**config.mk**
```make
export PLATFORM = sky130hd
export DESIGN_NAME = ball_control_flat
export DESIGN_NICKNAME = d
export VERILOG_FILES = /design/src/rtl/ball_control_if.sv /design/src/rtl/ball_control.sv /design/src/flat_wrapper.sv
export SDC_FILE = /design/constraint.sdc
export NUM_CORES = 1
export LEC_CHECK = 0
export CORE_ASPECT_RATIO = 0.7
export CORE_UTILIZATION = 40
export DETAILED_ROUTE_END_ITERATION = 8
export GPL_ROUTABILITY_DRIVEN = 0
export PLACE_DENSITY_LB_ADDON = 0.05
export SYNTH_ARGS = -nofsm -noshare
export SYNTH_HDL_FRONTEND = slang
export SYNTH_SLANG_ARGS = --single-unit
```
**constraint.sdc**
```tcl
create_clock -name clk -period 3 [get_ports clk]
set_input_delay 0.6 -clock clk [delete_from_list [all_inputs] [get_ports clk]]
set_output_delay 0.6 -clock clk [all_outputs]
set_load 0.02 [all_outputs]
```
**src/rtl/ball_control_if.sv**
```systemverilog
// ball_control_if
// Groups the frame-level signals exchanged between the game-control FSM and
// the blocks around it.
//   frame_tick      : one-clk pulse per video frame
//   start           : one-clk pulse, begins a new game from GAME_OVER
//   ball_center_x/y : current ball position (10 bit) from the ball-position stage
//   paddle_left_y   : left paddle centre y (10 bit)
//   paddle_right_y  : right paddle centre y (10 bit)
//   cw_ballMovement : 4-bit move command to the ball-position stage
//   score_left/right: 4-bit point counters
//   game_over       : high while the game is over
// The slave modport is the view of ball_control; master is the driving side.
interface ball_control_if;
  logic       frame_tick;
  logic       start;
  logic [9:0] ball_center_x;
  logic [9:0] ball_center_y;
  logic [9:0] paddle_left_y;
  logic [9:0] paddle_right_y;
  logic [3:0] cw_ballMovement;
  logic [3:0] score_left;
  logic [3:0] score_right;
  logic       game_over;

  modport slave (
    input  frame_tick, start, ball_center_x, ball_center_y,
           paddle_left_y, paddle_right_y,
    output cw_ballMovement, score_left, score_right, game_over
  );

  modport master (
    output frame_tick, start, ball_center_x, ball_center_y,
           paddle_left_y, paddle_right_y,
    input  cw_ballMovement, score_left, score_right, game_over
  );
endinterface

```
**src/rtl/ball_control.sv**
```systemverilog
// ball_control
// Game-control FSM for a two-player paddle game. Once per frame_tick it decides
// how the ball moves (bounces off paddles and walls), detects misses, keeps
// score and handles serve delay and game over.
// Ports:
//   clk     : system clock, all state changes on its rising edge
//   reset_n : asynchronous active-low reset
//   bus     : ball_control_if.slave (frame_tick, start, ball/paddle
//             positions in; move command, scores, game_over out)
// Move command encoding: 0 hold, 1 (+x,+y), 2 (-x,-y), 3 (-x,+y),
// 4 (+x,-y), 5 recentre the ball.
module ball_control #(
  parameter int WIN_SCORE      = 7,
  parameter int SERVE_FRAMES   = 60,
  parameter int BALL_R         = 4,
  parameter int PADDLE_HALF_H  = 24,
  parameter int LEFT_PADDLE_X  = 20,
  parameter int RIGHT_PADDLE_X = 620
) (
  input  logic          clk,
  input  logic          reset_n,
  ball_control_if.slave bus
);

  localparam int CNT_W = (SERVE_FRAMES > 1) ? $clog2(SERVE_FRAMES) : 1;
  localparam logic [CNT_W-1:0] SERVE_LAST = CNT_W'(SERVE_FRAMES - 1);

  localparam logic [9:0] MISS_LO    = 10'(BALL_R);
  localparam logic [9:0] MISS_HI    = 10'(639 - BALL_R);
  localparam logic [9:0] WALL_TOP   = 10'(BALL_R);
  localparam logic [9:0] WALL_BOT   = 10'(479 - BALL_R);
  localparam logic [9:0] LEFT_HIT   = 10'(LEFT_PADDLE_X + BALL_R);
  localparam logic [9:0] RIGHT_HIT  = 10'(RIGHT_PADDLE_X - BALL_R);
  localparam logic [9:0] HALF_H     = 10'(PADDLE_HALF_H);
  localparam logic [3:0] WIN        = 4'(WIN_SCORE);

  localparam logic [3:0] CW_HOLD     = 4'b0000;
  localparam logic [3:0] CW_RECENTRE = 4'b0101;

  typedef enum logic [1:0] {SERVE, PLAY, SCORE, GAME_OVER} state_e;

  state_e           state_q, state_d;
  logic [CNT_W-1:0] serveCnt_q, serveCnt_d;
  logic             dirX_q, dirX_d;
  logic             dirY_q, dirY_d;
  logic [3:0]       scoreLeft_q, scoreLeft_d;
  logic [3:0]       scoreRight_q, scoreRight_d;
  logic             scorerLeft_q, scorerLeft_d;
  logic [3:0]       cw_q, cw_d;

  logic             bounceDirX, bounceDirY;
  logic [3:0]       bumpedScore;

  // Unsigned distance between two coordinates, always larger minus smaller
  // so the result never wraps.
  function automatic logic [9:0] absDiff(input logic [9:0] a, input logic [9:0] b);
    return (a >= b) ? (a - b) : (b - a);
  endfunction

  // Direction pair to move command.
  function automatic logic [3:0] moveCode(input logic dx, input logic dy);
    logic [3:0] code;
    case ({dx, dy})
      2'b11:   code = 4'b0001;
      2'b00:   code = 4'b0010;
      2'b01:   code = 4'b0011;
      default: code = 4'b0100;
    endcase
    return code;
  endfunction

  // Directions after this frame's collisions. Paddle and wall checks are
  // independent so a corner hit flips both axes in the same tick. A paddle
  // only reflects a ball that is travelling toward it.
  always_comb begin
    bounceDirX = dirX_q;
    bounceDirY = dirY_q;
    if (!dirX_q && (bus.ball_center_x <= LEFT_HIT) &&
        (absDiff(bus.ball_center_y, bus.paddle_left_y) <= HALF_H)) begin
      bounceDirX = 1'b1;
    end else if (dirX_q && (bus.ball_center_x >= RIGHT_HIT) &&
                 (absDiff(bus.ball_center_y, bus.paddle_right_y) <= HALF_H)) begin
      bounceDirX = 1'b0;
    end
    if (bus.ball_center_y <= WALL_TOP) begin
      bounceDirY = 1'b1;
    end else if (bus.ball_center_y >= WALL_BOT) begin
      bounceDirY = 1'b0;
    end
  end

  // The scorer's counter plus one, held at WIN so it can never wrap.
  always_comb begin
    bumpedScore = scorerLeft_q ? scoreLeft_q : scoreRight_q;
    if (bumpedScore < WIN) begin
      bumpedScore = bumpedScore + 4'd1;
    end else begin
      bumpedScore = WIN;
    end
  end

  // Next-state logic. Every move command is registered, so the command for a
  // frame_tick appears on the cycle after the tick. A miss emits nothing on
  // its own tick; the recentre follows from the one-cycle SCORE state.
  always_comb begin
    state_d      = state_q;
    serveCnt_d   = serveCnt_q;
    dirX_d       = dirX_q;
    dirY_d       = dirY_q;
    scoreLeft_d  = scoreLeft_q;
    scoreRight_d = scoreRight_q;
    scorerLeft_d = scorerLeft_q;
    cw_d         = CW_HOLD;

    case (state_q)
      SERVE: begin
        if (bus.frame_tick) begin
          if (serveCnt_q == SERVE_LAST) begin
            serveCnt_d = '0;
            state_d    = PLAY;
          end else begin
            serveCnt_d = serveCnt_q + CNT_W'(1);
          end
        end
      end

      PLAY: begin
        if (bus.frame_tick) begin
          if (bus.ball_center_x <= MISS_LO) begin
            scorerLeft_d = 1'b0;
            state_d      = SCORE;
          end else if (bus.ball_center_x >= MISS_HI) begin
            scorerLeft_d = 1'b1;
            state_d      = SCORE;
          end else begin
            dirX_d = bounceDirX;
            dirY_d = bounceDirY;
            cw_d   = moveCode(bounceDirX, bounceDirY);
          end
        end
      end

      SCORE: begin
        // Serve heads toward the player who just conceded.
        cw_d       = CW_RECENTRE;
        serveCnt_d = '0;
        dirY_d     = 1'b1;
        if (scorerLeft_q) begin
          scoreLeft_d = bumpedScore;
          dirX_d      = 1'b1;
        end else begin
          scoreRight_d = bumpedScore;
          dirX_d       = 1'b0;
        end
        state_d = (bumpedScore == WIN) ? GAME_OVER : SERVE;
      end

      GAME_OVER: begin
        // start takes priority over any coincident frame_tick.
        if (bus.start) begin
          scoreLeft_d  = '0;
          scoreRight_d = '0;
          cw_d         = CW_RECENTRE;
          dirX_d       = 1'b1;
          dirY_d       = 1'b1;
          serveCnt_d   = '0;
          state_d      = SERVE;
        end
      end

      default: begin
        state_d = SERVE;
      end
    endcase
  end

  // State registers; reset also clears any move command still pending.
  always_ff @(posedge clk or negedge reset_n) begin
    if (!reset_n) begin
      state_q      <= SERVE;
      serveCnt_q   <= '0;
      dirX_q       <= 1'b1;
      dirY_q       <= 1'b1;
      scoreLeft_q  <= '0;
      scoreRight_q <= '0;
      scorerLeft_q <= 1'b0;
      cw_q         <= CW_HOLD;
    end else begin
      state_q      <= state_d;
      serveCnt_q   <= serveCnt_d;
      dirX_q       <= dirX_d;
      dirY_q       <= dirY_d;
      scoreLeft_q  <= scoreLeft_d;
      scoreRight_q <= scoreRight_d;
      scorerLeft_q <= scorerLeft_d;
      cw_q         <= cw_d;
    end
  end

  assign bus.cw_ballMovement = cw_q;
  assign bus.score_left      = scoreLeft_q;
  assign bus.score_right     = scoreRight_q;
  assign bus.game_over       = (state_q == GAME_OVER);

endmodule

```
**src/flat_wrapper.sv**
```systemverilog
// flat-port wrapper written by rule: the top's interface ports become plain ports
module ball_control_flat 
#(
  parameter int WIN_SCORE      = 7,
  parameter int SERVE_FRAMES   = 60,
  parameter int BALL_R         = 4,
  parameter int PADDLE_HALF_H  = 24,
  parameter int LEFT_PADDLE_X  = 20,
  parameter int RIGHT_PADDLE_X = 620
)
  (clk, reset_n, bus_frame_tick, bus_start, bus_ball_center_x, bus_ball_center_y, bus_paddle_left_y, bus_paddle_right_y, bus_cw_ballMovement, bus_score_left, bus_score_right, bus_game_over);
  ball_control_if bus_i ();
  input  logic clk;
  input  logic reset_n;
  input wire logic [$bits(bus_i.frame_tick)-1:0] bus_frame_tick;
  input wire logic [$bits(bus_i.start)-1:0] bus_start;
  input wire logic [$bits(bus_i.ball_center_x)-1:0] bus_ball_center_x;
  input wire logic [$bits(bus_i.ball_center_y)-1:0] bus_ball_center_y;
  input wire logic [$bits(bus_i.paddle_left_y)-1:0] bus_paddle_left_y;
  input wire logic [$bits(bus_i.paddle_right_y)-1:0] bus_paddle_right_y;
  output wire logic [$bits(bus_i.cw_ballMovement)-1:0] bus_cw_ballMovement;
  output wire logic [$bits(bus_i.score_left)-1:0] bus_score_left;
  output wire logic [$bits(bus_i.score_right)-1:0] bus_score_right;
  output wire logic [$bits(bus_i.game_over)-1:0] bus_game_over;
  assign bus_i.frame_tick = bus_frame_tick;
  assign bus_i.start = bus_start;
  assign bus_i.ball_center_x = bus_ball_center_x;
  assign bus_i.ball_center_y = bus_ball_center_y;
  assign bus_i.paddle_left_y = bus_paddle_left_y;
  assign bus_i.paddle_right_y = bus_paddle_right_y;
  assign bus_cw_ballMovement = bus_i.cw_ballMovement;
  assign bus_score_left = bus_i.score_left;
  assign bus_score_right = bus_i.score_right;
  assign bus_game_over = bus_i.game_over;
  ball_control #(.WIN_SCORE(WIN_SCORE), .SERVE_FRAMES(SERVE_FRAMES), .BALL_R(BALL_R), .PADDLE_HALF_H(PADDLE_HALF_H), .LEFT_PADDLE_X(LEFT_PADDLE_X), .RIGHT_PADDLE_X(RIGHT_PADDLE_X)) u_core (.clk(clk), .reset_n(reset_n), .bus(bus_i));
endmodule
```
Yosys cells after proc, flatten, opt, wreduce, memory -nomap -nowiden
Index checks and enable logic that the tools add are counted.
{"block": "word_totals", "mem_bits_rw": 0, "output_inout_bits": 13, "n_memories": 0, "mem_bits_ro": 0, "latch_bits": 0, "ff_bits": 23, "inputBits": 44}
{"block": "classes", "magnitude_cmp": 11, "reduce_logical": 17, "bitwise_logic": 0, "mul": 0, "n_eq_ne": 16, "add_sub_neg": 6, "n_div": 0, "n_shift": 0, "mux": 43}
{"cell": "10-bit subtractor", "n": 4}
{"cell": "4-bit 2-to-1 mux", "n": 8}
{"cell": "10-bit by 5-bit less-or-equal comparator with 1-bit output (second input constant)", "n": 3}
{"cell": "10-bit greater-or-equal comparator", "n": 2}
{"cell": "10-bit greater-or-equal comparator (second input constant)", "n": 2}
{"cell": "10-bit by 3-bit less-or-equal comparator with 1-bit output (second input constant)", "n": 2}
{"cell": "10-bit 2-to-1 mux", "n": 2}
{"cell": "6-bit 2-to-1 mux", "n": 3}
{"cell": "6-bit case mux with 3 select lines", "n": 1}
{"cell": "4-bit case mux with 2 select lines", "n": 2}
{"cell": "1-bit 2-to-1 mux", "n": 14}
{"cell": "2-bit 2-to-1 mux", "n": 7}
{"cell": "2-bit inequality test (second input constant)", "n": 6}
{"cell": "4-bit case mux with 3 select lines", "n": 1}
{"cell": "3-bit AND reduction", "n": 4}
{"cell": "10-bit by 9-bit greater-or-equal comparator with 1-bit output (second input constant)", "n": 1}
{"cell": "5-bit AND reduction", "n": 2}
{"cell": "3-bit case mux with 3 select lines", "n": 1}
{"cell": "2-bit case mux with 4 select lines", "n": 1}
{"cell": "6-bit by 1-bit adder with 6-bit output (second input constant)", "n": 1}
{"cell": "2-bit == test (second input constant)", "n": 3}
{"cell": "6-bit == test (second input constant)", "n": 1}
{"cell": "1-bit case mux with 3 select lines", "n": 2}
{"cell": "3-bit nonzero test", "n": 2}
{"cell": "other kinds (11)", "n": 18}

Depth between registers and ports, before layout
Gate-level depths: netlist (run 1).
{"block": "logic_depth", "ltp_word": 12, "ltp_mapped": 12, "ltp_nobuf": 11}

Worst setup path before layout (run 1)
OpenSTA, ideal clock, no wires.
{"block": "synth_timing", "path_type": "input to register", "from": "in bus_paddle_right_y[3]", "to": "reg u_core.cw_q[1], in the netlist u_core.bus.cw_ballMovement[1]", "n_path_buf": 1, "stages": 11, "arrival_time_ns": 2.734, "setup_ns": 0.119, "path_slack_ns": 0.147, "path_cell_list": "inv_1 ha_1 buf_6 a21o_1 a221o_1 a31oi_4 mux2_1 a32oi_1 o41ai_2 nor2b_1 and2_1"}
{"block": "synth_between", "elab_chain_len": 12, "word_cells_on_any_way": 16, "classes_between": "add/sub (2); order compare (2); eq/ne (2); mux (8); reduce/logical (2)"}
{"item": "from (decl)", "line": "flat_wrapper.sv:20", "source": "input wire logic [$bits(bus_i.paddle_right_y)-1:0] bus_paddle_right_y;"}
{"item": "10-bit subtractor or 10-bit greater-or-equal comparator (tied branches)", "line": "ball_control.sv:57", "source": "return (a >= b) ? (a - b) : (b - a);"}
{"item": "10-bit 2-to-1 mux (*)", "line": "ball_control.sv:57"}
{"item": "10-bit by 5-bit less-or-equal comparator with 1-bit output (*)", "line": "ball_control.sv:82", "source": "(absDiff(bus.ball_center_y, bus.paddle_right_y) <= HALF_H)) begin"}
{"item": "1-bit logical AND (*)", "line": "ball_control.sv:81", "source": "end else if (dirX_q && (bus.ball_center_x >= RIGHT_HIT) &&"}
{"item": "1-bit 2-to-1 mux (*)", "line": "ball_control.sv:81"}
{"item": "1-bit 2-to-1 mux (*)", "line": "ball_control.sv:78", "source": "if (!dirX_q && (bus.ball_center_x <= LEFT_HIT) &&"}
{"item": "2-bit by 1-bit == test with 1-bit output (tied with other cells)", "line": "ball_control.sv:63", "source": "case ({dx, dy})"}
{"item": "3-bit case mux with 3 select lines (*)", "line": "ball_control.sv:63"}
{"item": "4-bit 2-to-1 mux (*)", "line": "ball_control.sv:132", "source": "end else if (bus.ball_center_x >= MISS_HI) begin"}
{"item": "4-bit 2-to-1 mux (*)", "line": "ball_control.sv:129", "source": "if (bus.ball_center_x <= MISS_LO) begin"}
{"item": "4-bit 2-to-1 mux (*)", "line": "ball_control.sv:128", "source": "if (bus.frame_tick) begin"}
{"item": "4-bit case mux with 3 select lines (*)", "line": "ball_control.sv:115", "source": "case (state_q)"}
{"item": "via u_core.cw_d[1]", "line": "ball_control.sv:49", "source": "logic [3:0] cw_q, cw_d;"}
{"item": "to (signal assigned)", "line": "ball_control.sv:196", "source": "cw_q <= cw_d;"}
{"item": "to (decl)", "line": "ball_control.sv:49"}
The timed path passes the listed nets; every way through them passes the cells marked *.
A chain may end at the register's enable or synchronous reset.

Worst setup path after layout (run 1)
{"block": "layout_timing", "from": "in bus_ball_center_y[5]", "to": "reg u_core.dirX_q"}
{"block": "layout_between", "elab_chain_len": 10, "word_cells_on_any_way": 18, "classes_between": "add/sub (4); order compare (4); mux (8); reduce/logical (2)"}
{"item": "from (decl)", "line": "flat_wrapper.sv:18", "source": "input wire logic [$bits(bus_i.ball_center_y)-1:0] bus_ball_center_y;"}
{"item": "10-bit subtractor or 10-bit greater-or-equal comparator (tied branches)", "line": "ball_control.sv:57"}
{"item": "10-bit 2-to-1 mux", "line": "ball_control.sv:57"}
{"item": "10-bit by 5-bit less-or-equal comparator with 1-bit output", "line": "ball_control.sv:82"}
{"item": "1-bit logical AND", "line": "ball_control.sv:81"}
{"item": "1-bit 2-to-1 mux", "line": "ball_control.sv:81"}
{"item": "1-bit 2-to-1 mux (*)", "line": "ball_control.sv:78"}
{"item": "1-bit 2-to-1 mux (*)", "line": "ball_control.sv:132"}
{"item": "1-bit 2-to-1 mux (*)", "line": "ball_control.sv:129"}
{"item": "1-bit 2-to-1 mux (*)", "line": "ball_control.sv:128"}
{"item": "1-bit case mux with 3 select lines (*)", "line": "ball_control.sv:115"}
{"item": "to (signal assigned)", "line": "ball_control.sv:191", "source": "dirX_q <= dirX_d;"}
{"item": "to (decl)", "line": "ball_control.sv:44", "source": "logic dirX_q, dirX_d;"}
Mark *: on every way between the ends. The rest lies on a longest branch, timed or not. The select of a mux whose other input is x is not followed.

==> results of run 1 <==
report_power, final:
part | switching, mW | leakage, nW | total (mW) | internal (mW)
clock network | 0.0984 | 0.0216 | 0.188 | 0.0899
registers | 0.108 | 0.279 | 0.501 | 0.394
logic | 0.633 | 1.92 | 1.25 | 0.617
metal layers:
layer  vias to the layer above  wire length (um)
met4                         0               156
li1                       1662                 -
met1                      1542              4920
met3                        20               594
met5                         -                 0
met2                       105              4110
cell type report:
cell class	instances	area [um2]
Sequential cell	22	553
Inverter	39	146
Multi-Input combinational cell	308	2580
Clock buffer	3	41.3
Fill cell	570	2260
Tap cell	94	118
Timing Repair Buffer	149	1270
path summary, 6_finish.rpt:
path / from / slack (ns) / to
max in group asynchronous: reset_n / 2.03 / u_core.dirX_q
worst max register to register: u_core.scorerLeft_q / 0.66 / u_core.state_q[1]
worst min-delay path: u_core.bus.score_right[2] / 0.51 / u_core.bus.score_right[2]
worst min register to register: u_core.bus.score_right[2] / 0.51 / u_core.bus.score_right[2]
worst max-delay path: bus_ball_center_y[5] / 0.10 / u_core.dirX_q
min in group asynchronous: reset_n / 0.69 / u_core.serveCnt_q[3]
critical path: cells and delay by family:
| family | cells | cell delay (ns) |
|---|---|---|
| compound gates | 5 | 0.80 |
| fa+ha+maj | 1 | 0.19 |
| buf+inv | 4 | 0.69 |
| simple gates | 3 | 0.80 |
cells by family (layout without fill, tap and decap cells):
family          count (synthesis)  after routing  share of synthesized area
compound gates                116            116                      0.272
mux                             7              7                     0.0261
simple gates                  126            126                      0.218
flops                          22             22                      0.186
other cells                     1              1                    0.00126
fa+ha+maj                      41             41                      0.172
xor+xnor                       17             17                     0.0500
buf+inv                        53            191                     0.0748
synth_stat cells, types with 7 or more instances:
master / instances
nand4_1: 9
inv_1: 39
o21ai_0: 30
dfrtp_1: 20
xor2_1: 7
xnor2_1: 10
nor2b_1: 8
nand3_1: 10
nor2_1: 25
nand2b_1: 11
and2_1: 7
clkbuf_1: 9
o31ai_1: 8
ha_1: 40
a21o_1: 8
a21oi_1: 24
nand2_1: 33
sequential cells by signal, summed over array words and instances (netlist names):
name	count
u_core.serveCnt_q	6
u_core.dirY_q	1
u_core.dirX_q	1
u_core.scorerLeft_q	1
u_core.bus.cw_ballMovement	3
u_core.state_q	2
u_core.bus.score_left	4
u_core.bus.score_right	4
through the flow:
| step | power, mW | utilization | area, um2 | cells | hold WS [ns] |
|---|---|---|---|---|---|
| after detailed placement | 1.60 | 0.600 | 4180 | 600 | 0.492 |
| final | 1.94 | 0.675 | 4710 | 615 | 0.508 |
| after floorplan | 1.14 | - | 2980 | 383 | 0.304 |
| after CTS | 1.87 | 0.642 | 4480 | 611 | 0.511 |
| after global routing | 2.07 | 0.675 | 4710 | 615 | 0.543 |
| after global placement | 1.58 | 0.600 | 4180 | 600 | 0.485 |
what timing repair did:
item                                    in CTS  in global routing
resized for setup                           57                 60
buffers inserted                             8                  4
pin swaps                                   25                 27
endpoints found under the setup margin       3                  3
cloned                                       0                  0
==> results.toml, run 1 <==
[sta]
fin_crit_ns = 2.90
fin_crit_sh = 0.966
drv_slew = 0
fin_skew_ns = 0.00408
fin_tns_setup_ns = 0
worst_slack_ns = 0.103
finalHoldViolCount = 0
slew_headroom = 0.540
max_freq_ghz = 0.345
tightest_slew_ns = 0.683
setup_violations = 0

[routing]
first_pass_iters = 4
drt.antenna.violating_nets = 0
wl_per_cell_um = 15.9
drcViolationCount = 0
routed_wl_um = 9780
drt_iter0_markers = 142
vias_per_cell = 5.41
via_count = 3329

[logic_synthesis]
syn_area_mm2 = 0.00298
synth-edff-count = 0
synth-main-ff-cell = "dfrtp_1"
synthCells = 383
synth_cell_type_count = 65
ys_ff_latch = 22
async_flop_share = 1.00
yosysSeqAreaShare = 0.186
postSynthAreaPerCell_um2 = 7.77
synth.area.top_cells = "dfrtp_1 (17%), ha_1 (17%), o21ai_0 (5.0%), inv_1 (4.9%), nand2_1 (4.2%)"
synth_top_cell_area_share = 0.168
synth_fp_nets = 467
synth_top_cell_by_area = "dfrtp_1"
ys.warnings.count = 0

[floorplan]
start_util = 0.427
num_io_pins = 57
die_h_um = 74.2
num_rows = 25
coreArea_mm2 = 0.00698
die-area_mm2 = 0.00779
dieWidth_um = 105

[global_route]
grt_overflow = 0
grt_antenna_before_repair = 0
grtUsageTotal = 0.245
grt_use_met1 = 0.362
met2_usage = 0.378
grt_max_degree = 23
grt_pass1_wl_um = 15000
busiest_layer = "met2"
grt_pass1_vias = 3084
grt_use_met3 = 0.0377

[pwr]
powerDensity_mw_per_mm2 = 412
peakVddDrop_mv = 0.295
power_leakage_nw = 2.22

[worst_setup_path]
critPathKind = "in2reg"
startpoint_type = "primary input"
critPathMaxFanout = 3
worstPathRequired_ns = 3.20
critical_path.slowest_cell = "or3_4"
critPathCaptureType = "flop"
r2r_cells = 8
critPathMostFrequentCell = "buf_4"
crit_arrival_ns = 3.09
crit_chain = "dlygate4sd2_1, inv_1, ha_2, a21oi_2, nand3_2, or3_4, a2111oi_4, a22oi_2, nor4_2, buf_4, buf_4, a21oi_1, o21ai_1"
slowest_delay_ns = 0.42

[final_layout]
antenna_cells = 0
final_common_cell = "buf_4"
layout_common_cells = "buf_4 (91), nand2_1 (32), clkdlybuf4s50_1 (30)"
fin_nets = 607
drive_gt1_frac = 0.338
syn_to_final_growth_pct = 58.3

[clock_tree]
cts_buffer_depth = 2
cts_root_buf = "clkbuf_8"
clkTransAtPathRegs_ns = 0.08
cts_buffers = 3
htree_levels = 1
tritoncts = "yes"
clock_latency_ns = 0.27
hold_buffers = 0
cts_sinks = 22

[place]
pre_cts_slack_ns = -0.608
hpwlAfterDp_um = 7430
portBuffers = 55

[hold_path]
whs_path_depth = 2
worstHoldPathType = "reg2reg"

[job]
timing.max_cap.violations = 0

[status]
outcome = "finished clean"
Power figures use the tool's default switching activity.
==> run 2, diff against run 1 <==
CTS_CLUSTER_DIAMETER = 120   (was unset)
==> results of run 2 <==
The final DEF is identical to that of run 1; final timing and power are the same.
